[src/rtl/regfile_ctrl_pkg.sv]
// rtl/regfile_ctrl_pkg.sv - shared register-file geometry and writeback types
package regfile_ctrl_pkg;

  localparam int NUM_REGS      = 32;
  localparam int ADDR_W        = 5;
  localparam int DATA_W        = 32;
  localparam int CNT_W_DEFAULT = 2;

  localparam logic [ADDR_W-1:0] ZERO_REG = '0;

  typedef logic [ADDR_W-1:0] addr_t;
  typedef logic [DATA_W-1:0] data_t;

  typedef struct packed {
    logic  we;
    addr_t addr;
    data_t data;
  } wb_req_t;

endpackage

[src/rtl/rr_arbiter.sv]
// rtl/rr_arbiter.sv - round-robin arbiter with one-hot grant, pointer moves on grant
module rr_arbiter #(
  parameter int NREQ = 2
) (
  input  logic            clk_i,
  input  logic            rst_ni,
  input  logic [NREQ-1:0] req_i,
  output logic [NREQ-1:0] gnt_o
);

  localparam int PTR_W = (NREQ > 1) ? $clog2(NREQ) : 1;

  logic [PTR_W-1:0] last_q;
  logic [PTR_W-1:0] last_d;
  logic [NREQ-1:0]  gnt;

  // Search begins one past the last winner so every requester gets a turn.
  always_comb begin
    int cand;
    cand   = 0;
    gnt    = '0;
    last_d = last_q;
    for (int k = 1; k <= NREQ; k++) begin
      cand = (int'(last_q) + k) % NREQ;
      if ((gnt == '0) && req_i[PTR_W'(cand)]) begin
        gnt[PTR_W'(cand)] = 1'b1;
        last_d            = PTR_W'(cand);
      end
    end
  end

  assign gnt_o = rst_ni ? gnt : '0;

  always_ff @(posedge clk_i or negedge rst_ni) begin
    if (!rst_ni) begin
      last_q <= PTR_W'(NREQ - 1);
    end else if (|gnt) begin
      last_q <= last_d;
    end
  end

endmodule

[src/rtl/regfile_wb_arbiter.sv]
// rtl/regfile_wb_arbiter.sv - register-file write-port arbiter with per-register write scoreboard
module regfile_wb_arbiter
  import regfile_ctrl_pkg::*;
#(
  parameter int NREQ  = 2,
  parameter int CNT_W = CNT_W_DEFAULT
) (
  input  logic                   Clk,
  input  logic                   Rst_n,
  input  logic [NREQ-1:0]        req_valid,
  input  logic [NREQ*ADDR_W-1:0] req_addr,
  input  logic [NREQ*DATA_W-1:0] req_data,
  output logic [NREQ-1:0]        req_ready,
  input  logic                   rsv_valid,
  input  logic [ADDR_W-1:0]      rsv_addr,
  output logic                   rsv_ok,
  output logic [NUM_REGS-1:0]    busy,
  output logic [ADDR_W-1:0]      RW,
  output logic [DATA_W-1:0]      PW_DS,
  output logic                   E,
  output logic                   wb_err
);

  localparam logic [CNT_W-1:0] CNT_MAX = '1;

  wb_req_t          sel;
  logic             xfer;
  logic             e_q, e_d;
  logic [ADDR_W-1:0] rw_q, rw_d;
  logic [DATA_W-1:0] pw_q, pw_d;
  logic             wb_err_q, wb_err_d;
  logic             rsv_take;
  logic [CNT_W-1:0] cnt_q [NUM_REGS];
  logic [CNT_W-1:0] cnt_d [NUM_REGS];

  rr_arbiter #(
    .NREQ (NREQ)
  ) u_arb (
    .clk_i  (Clk),
    .rst_ni (Rst_n),
    .req_i  (req_valid),
    .gnt_o  (req_ready)
  );

  assign xfer = |req_ready;

  // Grant is one-hot, so an OR-mux of the selected slices is sufficient.
  always_comb begin
    sel = '0;
    for (int i = 0; i < NREQ; i++) begin
      if (req_ready[i]) begin
        sel.addr = req_addr[i*ADDR_W +: ADDR_W];
        sel.data = req_data[i*DATA_W +: DATA_W];
      end
    end
    sel.we = (sel.addr != ZERO_REG);
  end

  always_comb begin
    e_d  = xfer && sel.we;
    rw_d = rw_q;
    pw_d = pw_q;
    if (xfer) begin
      rw_d = sel.addr;
      pw_d = sel.data;
    end
  end

  always_ff @(posedge Clk or negedge Rst_n) begin
    if (!Rst_n) begin
      e_q  <= 1'b0;
      rw_q <= '0;
      pw_q <= '0;
    end else begin
      e_q  <= e_d;
      rw_q <= rw_d;
      pw_q <= pw_d;
    end
  end

  assign E     = e_q;
  assign RW    = rw_q;
  assign PW_DS = pw_q;

  assign rsv_ok   = rsv_valid && ((rsv_addr == ZERO_REG) || (cnt_q[rsv_addr] != CNT_MAX));
  assign rsv_take = rsv_ok && (rsv_addr != ZERO_REG);

  // A reserve and a commit to the same register cancel out; a commit never underflows.
  always_comb begin
    logic inc;
    logic dec;
    inc = 1'b0;
    dec = 1'b0;
    for (int r = 0; r < NUM_REGS; r++) begin
      cnt_d[r] = cnt_q[r];
    end
    for (int r = 1; r < NUM_REGS; r++) begin
      inc = rsv_take && (rsv_addr == ADDR_W'(r));
      dec = e_q && (rw_q == ADDR_W'(r));
      if (inc && !dec) begin
        cnt_d[r] = cnt_q[r] + CNT_W'(1);
      end else if (dec && !inc && (cnt_q[r] != '0)) begin
        cnt_d[r] = cnt_q[r] - CNT_W'(1);
      end
    end
    cnt_d[0] = '0;
  end

  assign wb_err_d = wb_err_q || (e_q && (cnt_q[rw_q] == '0));

  always_ff @(posedge Clk or negedge Rst_n) begin
    if (!Rst_n) begin
      for (int r = 0; r < NUM_REGS; r++) begin
        cnt_q[r] <= '0;
      end
      wb_err_q <= 1'b0;
    end else begin
      for (int r = 0; r < NUM_REGS; r++) begin
        cnt_q[r] <= cnt_d[r];
      end
      wb_err_q <= wb_err_d;
    end
  end

  always_comb begin
    for (int r = 0; r < NUM_REGS; r++) begin
      busy[r] = (cnt_q[r] != '0);
    end
  end

  assign wb_err = wb_err_q;

endmodule
[config.mk]
export PLATFORM = sky130hd
export DESIGN_NAME = regfile_wb_arbiter
export DESIGN_NICKNAME = d
export VERILOG_FILES = /design/src/rtl/regfile_ctrl_pkg.sv /design/src/rtl/rr_arbiter.sv /design/src/rtl/regfile_wb_arbiter.sv
export SDC_FILE = /design/constraint.sdc
export NUM_CORES = 1
export LEC_CHECK = 0
export ABC_AREA = 1
export ABC_CLOCK_PERIOD_IN_PS = 3500
export CAP_MARGIN = 30
export CORE_ASPECT_RATIO = 1.5
export CORE_UTILIZATION = 44
export DETAILED_ROUTE_END_ITERATION = 8
export PLACE_DENSITY = 0.7
export SLEW_MARGIN = 20
export SYNTH_ARGS = -nofsm -noshare
export SYNTH_HDL_FRONTEND = slang
export SYNTH_SLANG_ARGS = --single-unit
[constraint.sdc]
create_clock -name Clk -period 3.5 [get_ports Clk]
set_clock_uncertainty 0.15 [all_clocks]
set_input_delay 0.7 -clock Clk [delete_from_list [all_inputs] [get_ports Clk]]
set_output_delay 0.7 -clock Clk [all_outputs]
set_load 0.01 [all_outputs]
==> tab_implementation.tex, run 1 <==
\begin{tabular}{lr}
\hline
Metric & Value \\
\hline
\multicolumn{2}{l}{\textbf{Timing}} \\
Number of failing setup endpoints in the final timing report & 0 \\
Pin slew with the least headroom to its limit & around 840 ps \\
Fin crit share & between 90\% and 100\% \\
Max-slew headroom at the worst pin & approximately 44\% \\
Number of hold violations in the final report & 0 \\
Number of max-slew violations in the final report & 0 \\
Unrepaired setup endpoints after global routing & no \\
Post-layout min period & approximately 3300 ps \\
Maximum clock frequency & $\sim$300 MHz \\
Post-route worst setup slack & around 210 ps \\
\multicolumn{2}{l}{\textbf{Clock tree}} \\
Hold Buf Count CTS & 0 \\
Maximum count of clock buffers along a single path & 2 \\
H-Tree Depth & 3 \\
Number of sinks driven by the clock tree & between 100 and 150 \\
Buffer cell driving the clock tree root & sky130\_fd\_sc\_hd\_\_clkbuf\_16 \\
Clock-pin slew on the worst setup and hold paths & around 70 ps \\
CTS tree & done \\
Buffers inserted during post-CTS setup optimization & 0 \\
Clock Latency Late Sink & 360 ps \\
CTS Buf Count & 9 \\
Quantity of gates resized following cts & 2 \\
\multicolumn{2}{l}{\textbf{Drt}} \\
Via total after detailed routing & approximately 7k \\
Total detailed-routing wirelength & 19900 um \\
Remaining number of nets flagged by the antenna check after routing & 0 \\
Via-per-instance ratio & between 5 and 6 \\
1st-pass router iterations & 5 \\
Avg WL per Cell & roughly 15 um \\
Number of violations reported at the end of detailed-routing iteration 0 & 374 \\
Residual DRC & 0 \\
\multicolumn{2}{l}{\textbf{Global route}} \\
Maximum number of pins on one net before global-route repair & 71 \\
Antenna violations before repair & 0 \\
Via count of the first global-routing pass & 6692 \\
GRT Util Overall & 27.9\% \\
Total overflow reported by the global router & 0 \\
Global-route wire length before repair & between 30000 and 40000 um \\
\multicolumn{2}{l}{\textbf{Power}} \\
Leakage power & between 4 and 5 nW \\
Overall power consumption & $\sim$0.0048 W \\
P per Cell Area & around 580 nW/um2 \\
Maximum vdd ir drop & 260 uV \\
\multicolumn{2}{l}{\textbf{Logic synthesis}} \\
Synth Instances & between 1k and 1.5k \\
Flop and latch count out of synthesis & between 100 and 150 \\
Post-synth top area share & approximately two fifths \\
Sequential element share of the synthesized area & a little under 40\% \\
Unique cell type count in the Yosys netlist & 35 \\
Post-Syn Area per Cell & 6.35 um2 \\
Synthesized area & roughly 6500 um2 \\
Synth area leader & sky130\_fd\_sc\_hd\_\_dfrtp\_1 \\
Area contributors post-synth & sky130\_fd\_sc\_hd\_\_dfrtp\_1, sky130\_fd\_sc\_hd\_\_nand2\_1, sky130\_fd\_sc\_hd\_\_nand3\_1, sky130\_fd\_sc\_hd\_\_inv\_1, sky130\_fd\_sc\_hd\_\_nor2\_1 \\
Synthesis warning total & 0 \\
\multicolumn{2}{l}{\textbf{Critical path}} \\
Arrival @ worst endpoint & $\sim$2400 ps \\
Worst setup slack for register-to-register paths & 1280 ps \\
Worst Setup Start Kind & input port \\
Data required time of the worst path & between 2000 and 3000 ps \\
Start-to-end type of the worst setup path & input port to output port \\
Peak fanout along the critical path & 18 \\
Endpoint type of the worst setup path & output port \\
\multicolumn{2}{l}{\textbf{Finish}} \\
Area added between synthesis and finish & 27.9\% \\
Diode insertion count for antenna repair & 0 \\
Share of cells above drive strength 1 & 5.97\% \\
Count of nets after finishing & 1236 \\
\multicolumn{2}{l}{\textbf{Placement}} \\
Number of buffers inserted by port buffering & between 100 and 150 \\
Placed wire-length estimate & 14900 um \\
Pre-CTS setup slack & -203 ps \\
Final Wtd Congestion & between 0.9 and 1 \\
\multicolumn{2}{l}{\textbf{Min path}} \\
Class of the tightest hold or removal check & input port to asynchronous set/reset pin \\
\multicolumn{2}{l}{\textbf{Floorplan}} \\
Initial cell density of the core & about 46\% \\
Area of the placeable core & approximately 14000 um2 \\
Number of top-level pins & 158 \\
Die ar. & approximately 15000 um2 \\
Row Count & 53 \\
Chip Width & 101 um \\
Die Height & 151 um \\
\multicolumn{2}{l}{\textbf{Job}} \\
MaxCap Viol Count & 0 \\
\multicolumn{2}{l}{\textbf{Run status}} \\
Run status & finished clean \\
\hline
\end{tabular}
[cells in the final DEF (no fill, tap or decap), types with 6 or more instances in the layout]
cell type,instances
sky130_fd_sc_hd__inv_1,141
sky130_fd_sc_hd__nand3b_1,7
sky130_fd_sc_hd__o21ai_0,26
sky130_fd_sc_hd__a21oi_1,7
sky130_fd_sc_hd__nand4_1,12
sky130_fd_sc_hd__dfrtp_1,101
sky130_fd_sc_hd__nand3_1,106
sky130_fd_sc_hd__o211ai_1,8
sky130_fd_sc_hd__nor2_1,122
sky130_fd_sc_hd__o21ai_1,16
sky130_fd_sc_hd__or2_2,6
sky130_fd_sc_hd__clkdlybuf4s50_1,115
sky130_fd_sc_hd__nand2_1,403
sky130_fd_sc_hd__clkbuf_16,9
sky130_fd_sc_hd__buf_4,30
[synthesized netlist by cell type]
| cell | instances |
|---|---|
| sky130_fd_sc_hd__nand2_2 | 1 |
| sky130_fd_sc_hd__clkinv_1 | 1 |
| sky130_fd_sc_hd__o21bai_1 | 1 |
| sky130_fd_sc_hd__buf_6 | 5 |
| sky130_fd_sc_hd__or2_2 | 6 |
| sky130_fd_sc_hd__xor2_1 | 1 |
| sky130_fd_sc_hd__buf_1 | 1 |
| sky130_fd_sc_hd__nand4_1 | 12 |
| sky130_fd_sc_hd__inv_1 | 141 |
| sky130_fd_sc_hd__a22oi_1 | 3 |
| sky130_fd_sc_hd__nand2_1 | 403 |
| sky130_fd_sc_hd__o21ai_1 | 15 |
| sky130_fd_sc_hd__conb_1 | 1 |
| sky130_fd_sc_hd__nand3b_1 | 7 |
| sky130_fd_sc_hd__nor4_1 | 1 |
| sky130_fd_sc_hd__o211ai_1 | 8 |
| sky130_fd_sc_hd__inv_2 | 4 |
| sky130_fd_sc_hd__dfrtp_1 | 101 |
| sky130_fd_sc_hd__o21ai_0 | 27 |
| sky130_fd_sc_hd__or2_0 | 1 |
| sky130_fd_sc_hd__a221oi_1 | 5 |
| sky130_fd_sc_hd__inv_4 | 1 |
| sky130_fd_sc_hd__a211oi_2 | 1 |
| sky130_fd_sc_hd__buf_2 | 5 |
| sky130_fd_sc_hd__nor2_1 | 122 |
| sky130_fd_sc_hd__nor2_4 | 2 |
| sky130_fd_sc_hd__a21oi_1 | 7 |
| sky130_fd_sc_hd__buf_4 | 8 |
| sky130_fd_sc_hd__nor2_2 | 1 |
| sky130_fd_sc_hd__clkbuf_1 | 11 |
| sky130_fd_sc_hd__o221ai_1 | 3 |
| sky130_fd_sc_hd__o22ai_1 | 5 |
| sky130_fd_sc_hd__nand3_2 | 2 |
| sky130_fd_sc_hd__nand2_4 | 1 |
| sky130_fd_sc_hd__nand3_1 | 106 |
[worst max-delay path, cell delays in order]
cell	delay [ps]
sky130_fd_sc_hd__clkdlybuf4s50_1	500
sky130_fd_sc_hd__buf_12	170
sky130_fd_sc_hd__buf_4	150
sky130_fd_sc_hd__nand2_1	40
sky130_fd_sc_hd__o21ai_0	80
sky130_fd_sc_hd__nand2_1	70
sky130_fd_sc_hd__nand2_1	100
sky130_fd_sc_hd__nand2_1	70
sky130_fd_sc_hd__nand2_1	60
sky130_fd_sc_hd__inv_1	30
sky130_fd_sc_hd__nand2_1	80
sky130_fd_sc_hd__nand3_1	100
sky130_fd_sc_hd__nand2_1	110
sky130_fd_sc_hd__nor2_4	50
sky130_fd_sc_hd__clkbuf_2	120
[path summary, 6_finish.rpt]
check,from,endpoint,cells past startpoint
worst max register to register,cnt_q[40]$_DFFE_PN0P_,cnt_q[10]$_DFFE_PN0P_,15
worst max-delay path,rsv_addr[0],rsv_ok,15
max in group asynchronous,Rst_n,cnt_q[1]$_DFFE_PN0P_,4
min in group Clk,wb_err$_DFF_PN0_,wb_err$_DFF_PN0_,2
worst min register to register,wb_err$_DFF_PN0_,wb_err$_DFF_PN0_,2
worst min-delay path,Rst_n,cnt_q[23]$_DFFE_PN0P_,2
[area by class of cell]
| class | instances | area [um2] |
|---|---|---|
| clock buffers | 9 | 225 |
| clock inverters | 6 | 56.3 |
| fillers | 1398 | 5910 |
| inverters | 147 | 554 |
| multi-input cells | 743 | 3220 |
| flip-flops and latches | 101 | 2530 |
| well taps | 192 | 240 |
| repair buffers | 150 | 1460 |
[kinds of logic (layout without fill, tap and decap cells)]
logic type                after synthesis  in the layout  share of synthesized area [%]
and+or+nand+nor                       665            665                           42.4
buffers and inverters                 177            312                           11.4
xor gates and xnor gates                1              1                          0.135
AOI/OAI and AO/OA                      75             75                           6.94
other                                   1              2                         0.0579
DFF                                   101            101                           39.0
[layer usage]
metal,part of all wire (%),up-vias,global-route usage [%]
li1,-,3425,-
met1,38,3152,31.5
met2,49,286,47.0
met3,7.2,85,6.17
met4,5.9,0,17.8
met5,0,-,0
[where the power goes]
| part | total (W) | leakage, nW | switching [W] | internal, W |
|---|---|---|---|---|
| Combinational | 0.00208 | 2.89 | 0.00116 | 0.000916 |
| Sequential | 0.00177 | 1.27 | 0.000277 | 0.00149 |
| Clock | 0.000985 | 0.136 | 0.000492 | 0.000493 |
[sequential cells by signal, indices dropped and copies added, names as in the netlist]
register  flops
E             1
PW_DS        32
RW            5
wb_err        1
cnt_q        62
[stage by stage]
| stage | setup TNS, ps | cell area, um2 | util [%] | std cells | hold WS, ps |
|---|---|---|---|---|---|
| floorplan | 0 | 6480 | - | 1021 | 254 |
| detailed placement | -203 | 7970 | 56.1 | 1332 | 306 |
| global placement | -193 | 7970 | 56.1 | 1332 | 301 |
| finish | 0 | 8280 | 58.3 | 1348 | 278 |
| CTS | 0 | 8250 | 58.1 | 1347 | 284 |
| global route | 0 | 8280 | 58.3 | 1348 | 302 |
Note: power is estimated with default switching activity, not from simulation.
==> run 2: changes to the inputs <==
--- a/config.mk
+++ b/config.mk
@@ -9,10 +9,10 @@
 export ABC_CLOCK_PERIOD_IN_PS = 3500
 export CAP_MARGIN = 30
 export CORE_ASPECT_RATIO = 1.5
+export CORE_MARGIN = 5
 export CORE_UTILIZATION = 44
 export DETAILED_ROUTE_END_ITERATION = 8
 export PLACE_DENSITY = 0.7
-export SLEW_MARGIN = 20
 export SYNTH_ARGS = -nofsm -noshare
 export SYNTH_HDL_FRONTEND = slang
 export SYNTH_SLANG_ARGS = --single-unit
==> run 2 against run 1 <==
First-iteration DRC count rose by 6.4%. Sequential share of layout area is 0.24 points lower. Critical path depth did not move. Die area up 14%. Count of clock-buffer cells in the layout is 1 higher. Flip-flop and latch count unchanged.
==> tab_implementation.tex, run 2 (same netlist as run 1, synthesis figures left out) <==
\begin{tabular}{lr}
\hline
Metric & Value \\
\hline
\multicolumn{2}{l}{\textbf{Critical path}} \\
Arrival @ worst endpoint & 2530 ps (+90 ps) \\
Peak fanout along the critical path & 9 (-9) \\
Sequence of cells on the critical path & clkdlybuf4s50\_1 > buf\_6 > buf\_6 > nand2\_1 > nand2\_1 > nand2\_1 > nand2\_1 > nand2\_1 > nand2\_1 > inv\_1 > nand2\_1 > nand3\_2 > inv\_2 > nor2\_4 > dlygate4sd2\_1 \\
Delay of the slowest cell on the worst path & 470 ps (-30 ps) \\
Worst path most repeated cell & sky130\_fd\_sc\_hd\_\_nand2\_1 \\
Worst Setup Start Kind & input port \\
Slowest CP cell & sky130\_fd\_sc\_hd\_\_clkdlybuf4s50\_1 \\
Start-to-end type of the worst setup path & input port to output port \\
Endpoint type of the worst setup path & output port \\
Data required time of the worst path & 2650 ps (about the same) \\
\multicolumn{2}{l}{\textbf{Finish}} \\
Biggest register & cnt\_q \\
Count of nets after finishing & 1239 (+0.24\%) \\
Finished Core Util & 57.4\% (-0.90 points) \\
Fin area & 8340 um2 (+0.79\%) \\
Top library cells by usage in the layout, fill and taps aside & sky130\_fd\_sc\_hd\_\_nand2\_1, sky130\_fd\_sc\_hd\_\_inv\_1, sky130\_fd\_sc\_hd\_\_nor2\_1 \\
Area added between synthesis and finish & 28.9\% \\
Share of cells above drive strength 1 & 6.55\% (+0.58 points) \\
Final Instance Count excl. Fillers & 1356 (+0.59\%) \\
Diode insertion count for antenna repair & 0 (unchanged) \\
Most common cell after layout, fill and taps aside & sky130\_fd\_sc\_hd\_\_nand2\_1 \\
Max reg flops & 62 (unchanged) \\
\multicolumn{2}{l}{\textbf{Floorplan}} \\
Die Height & 159 um (+5.3\%) \\
Initial cell density of the core & 44.6\% (-1.1 points) \\
Die ar. & 17300 um2 (+14\%) \\
Chip Width & 109 um (+7.9\%) \\
Row Count & 54 (+1.9\%) \\
Number of top-level pins & 158 (unchanged) \\
Area of the placeable core & 14500 um2 (+2.4\%) \\
\multicolumn{2}{l}{\textbf{Drt}} \\
1st-pass router iterations & 6 (+1) \\
Total detailed-routing wirelength & 20500 um (+3.1\%) \\
Via total after detailed routing & 6846 (-1.5\%) \\
Residual DRC & 0 (unchanged) \\
Number of violations reported at the end of detailed-routing iteration 0 & 398 (+6.4\%) \\
Avg WL per Cell & 15.1 um (+2.5\%) \\
Remaining number of nets flagged by the antenna check after routing & 0 (unchanged) \\
Via-per-instance ratio & 5.05 (-2.0\%) \\
\multicolumn{2}{l}{\textbf{Min path}} \\
Class of the tightest hold or removal check & input port to asynchronous set/reset pin \\
\multicolumn{2}{l}{\textbf{Clock tree}} \\
CTS Buf Count & 9 (unchanged) \\
Buffer cell driving the clock tree root & sky130\_fd\_sc\_hd\_\_clkbuf\_16 \\
CTS tree & done \\
Clock-pin slew on the worst setup and hold paths & 80 ps (about the same) \\
Clock Latency Late Sink & 360 ps (about the same) \\
Hold Buf Count CTS & 0 (unchanged) \\
Maximum count of clock buffers along a single path & 2 (unchanged) \\
H-Tree Depth & 3 (unchanged) \\
Number of sinks driven by the clock tree & 101 (unchanged) \\
\multicolumn{2}{l}{\textbf{Timing}} \\
Pin slew with the least headroom to its limit & 905 ps (+68.9 ps) \\
Post-layout min period & 3380 ps (+85.8 ps) \\
Fin crit share & 96.5\% (+2.5 points) \\
Number of max-slew violations in the final report & 0 (unchanged) \\
Hold Slack & 256 ps (-21.9 ps) \\
Number of failing setup endpoints in the final timing report & 0 (unchanged) \\
Maximum clock frequency & 296 MHz (-2.5\%) \\
Number of hold violations in the final report & 0 (unchanged) \\
Max-slew headroom at the worst pin & 39.6\% (-4.5 points) \\
\multicolumn{2}{l}{\textbf{Placement}} \\
Final Wtd Congestion & 0.904 (-8.0\%) \\
Placed wire-length estimate & 15600 um (+4.5\%) \\
Placed Area & 7990 um2 (+0.35\%) \\
Number of buffers inserted by port buffering & 117 (unchanged) \\
Number of placed instances, taps included & 1339 (+0.53\%) \\
\multicolumn{2}{l}{\textbf{Power}} \\
P per Cell Area & 584 nW/um2 (about the same) \\
Leakage power & 4.32 nW (+0.71\%) \\
Maximum vdd ir drop & 231 uV (-11\%) \\
\multicolumn{2}{l}{\textbf{Global route}} \\
Via count of the first global-routing pass & 6967 (+4.1\%) \\
Antenna violations before repair & 0 (unchanged) \\
Total overflow reported by the global router & 0 (unchanged) \\
Maximum number of pins on one net before global-route repair & 71 (unchanged) \\
Global-route wire length before repair & 33000 um (+1.9\%) \\
GRT Util Overall & 24.6\% (-3.3 points) \\
\multicolumn{2}{l}{\textbf{Run status}} \\
Run status & finished clean \\
\multicolumn{2}{l}{\textbf{Job}} \\
MaxCap Viol Count & 0 (unchanged) \\
\hline
\end{tabular}
[run 2: repair_timing]
action / in CTS / in global routing
pin swaps: 0 / 3
setup buffers: 0 / 0
setup endpoints to repair: 1 / 1
resized for setup: 3 / 9
gates cloned: 0 / 1
[run 2: worst paths after layout]
check,from,endpoint,slack [ps],depth (start not counted)
worst max register to register,RW[0]$_DFFE_PN0P_,cnt_q[45]$_DFFE_PN0P_,1160,11
min in group Clk,wb_err$_DFF_PN0_,wb_err$_DFF_PN0_,320,2
worst min register to register,wb_err$_DFF_PN0_,wb_err$_DFF_PN0_,320,2
worst max-delay path,rsv_addr[0],rsv_ok,120,15
worst min-delay path,Rst_n,PW_DS[25]$_DFFE_PN0P_,260,2
max in group asynchronous,Rst_n,PW_DS[5]$_DFFE_PN0P_,1660,3
[run 2: metal layers]
| layer | track usage (%) | share of wire (%) |
|---|---|---|
| met5 | 0 | 0 |
| met4 | 14.6 | 5.6 |
| met3 | 5.92 | 8.0 |
| met2 | 42.8 | 49 |
| met1 | 26.8 | 37 |
[run 2: worst max-delay path: cells and delay by family]
family	cells	cell delay, ps
buffers and inverters	6	1220
and+or+nand+nor	9	580
[run 2: metrics by stage]
step                      setup slack (ps)  power [W]  TNS (ps)
final                                  121    0.00487         0
after global routing                 -9.02    0.00522     -9.02
after CTS                              102    0.00489         0
after detailed placement              -203    0.00386      -203
after global placement                -212    0.00384      -212
after floorplan                        848    0.00286         0
[run 2: layout make-up]
class / instances / area [um2]
multi-input cells: 743 / 3230
well taps: 196 / 245
inverters: 147 / 557
repair buffers: 153 / 1490
fillers: 1438 / 6180
clock buffers: 10 / 239
flip-flops and latches: 101 / 2530
clock inverters: 6 / 55.1
[run 2: report_power, final]
| group | internal, W | leakage (nW) | switching [W] | total [W] |
|---|---|---|---|---|
| Combinational | 0.000919 | 2.91 | 0.00118 | 0.00210 |
| Clock | 0.000515 | 0.145 | 0.000495 | 0.00101 |
| Sequential | 0.00149 | 1.27 | 0.000272 | 0.00176 |
| Total | 0.00292 | 4.32 | 0.00194 | 0.00487 |
==> run 3: changes to the inputs <==
--- a/config.mk
+++ b/config.mk
@@ -7,7 +7,6 @@
 export LEC_CHECK = 0
 export ABC_AREA = 1
 export ABC_CLOCK_PERIOD_IN_PS = 3500
-export CAP_MARGIN = 30
 export CORE_ASPECT_RATIO = 1.5
 export CORE_MARGIN = 5
 export CORE_UTILIZATION = 44
==> results of run 3 <==
No change in the layout: final DEF, timing and power equal those of run 2.
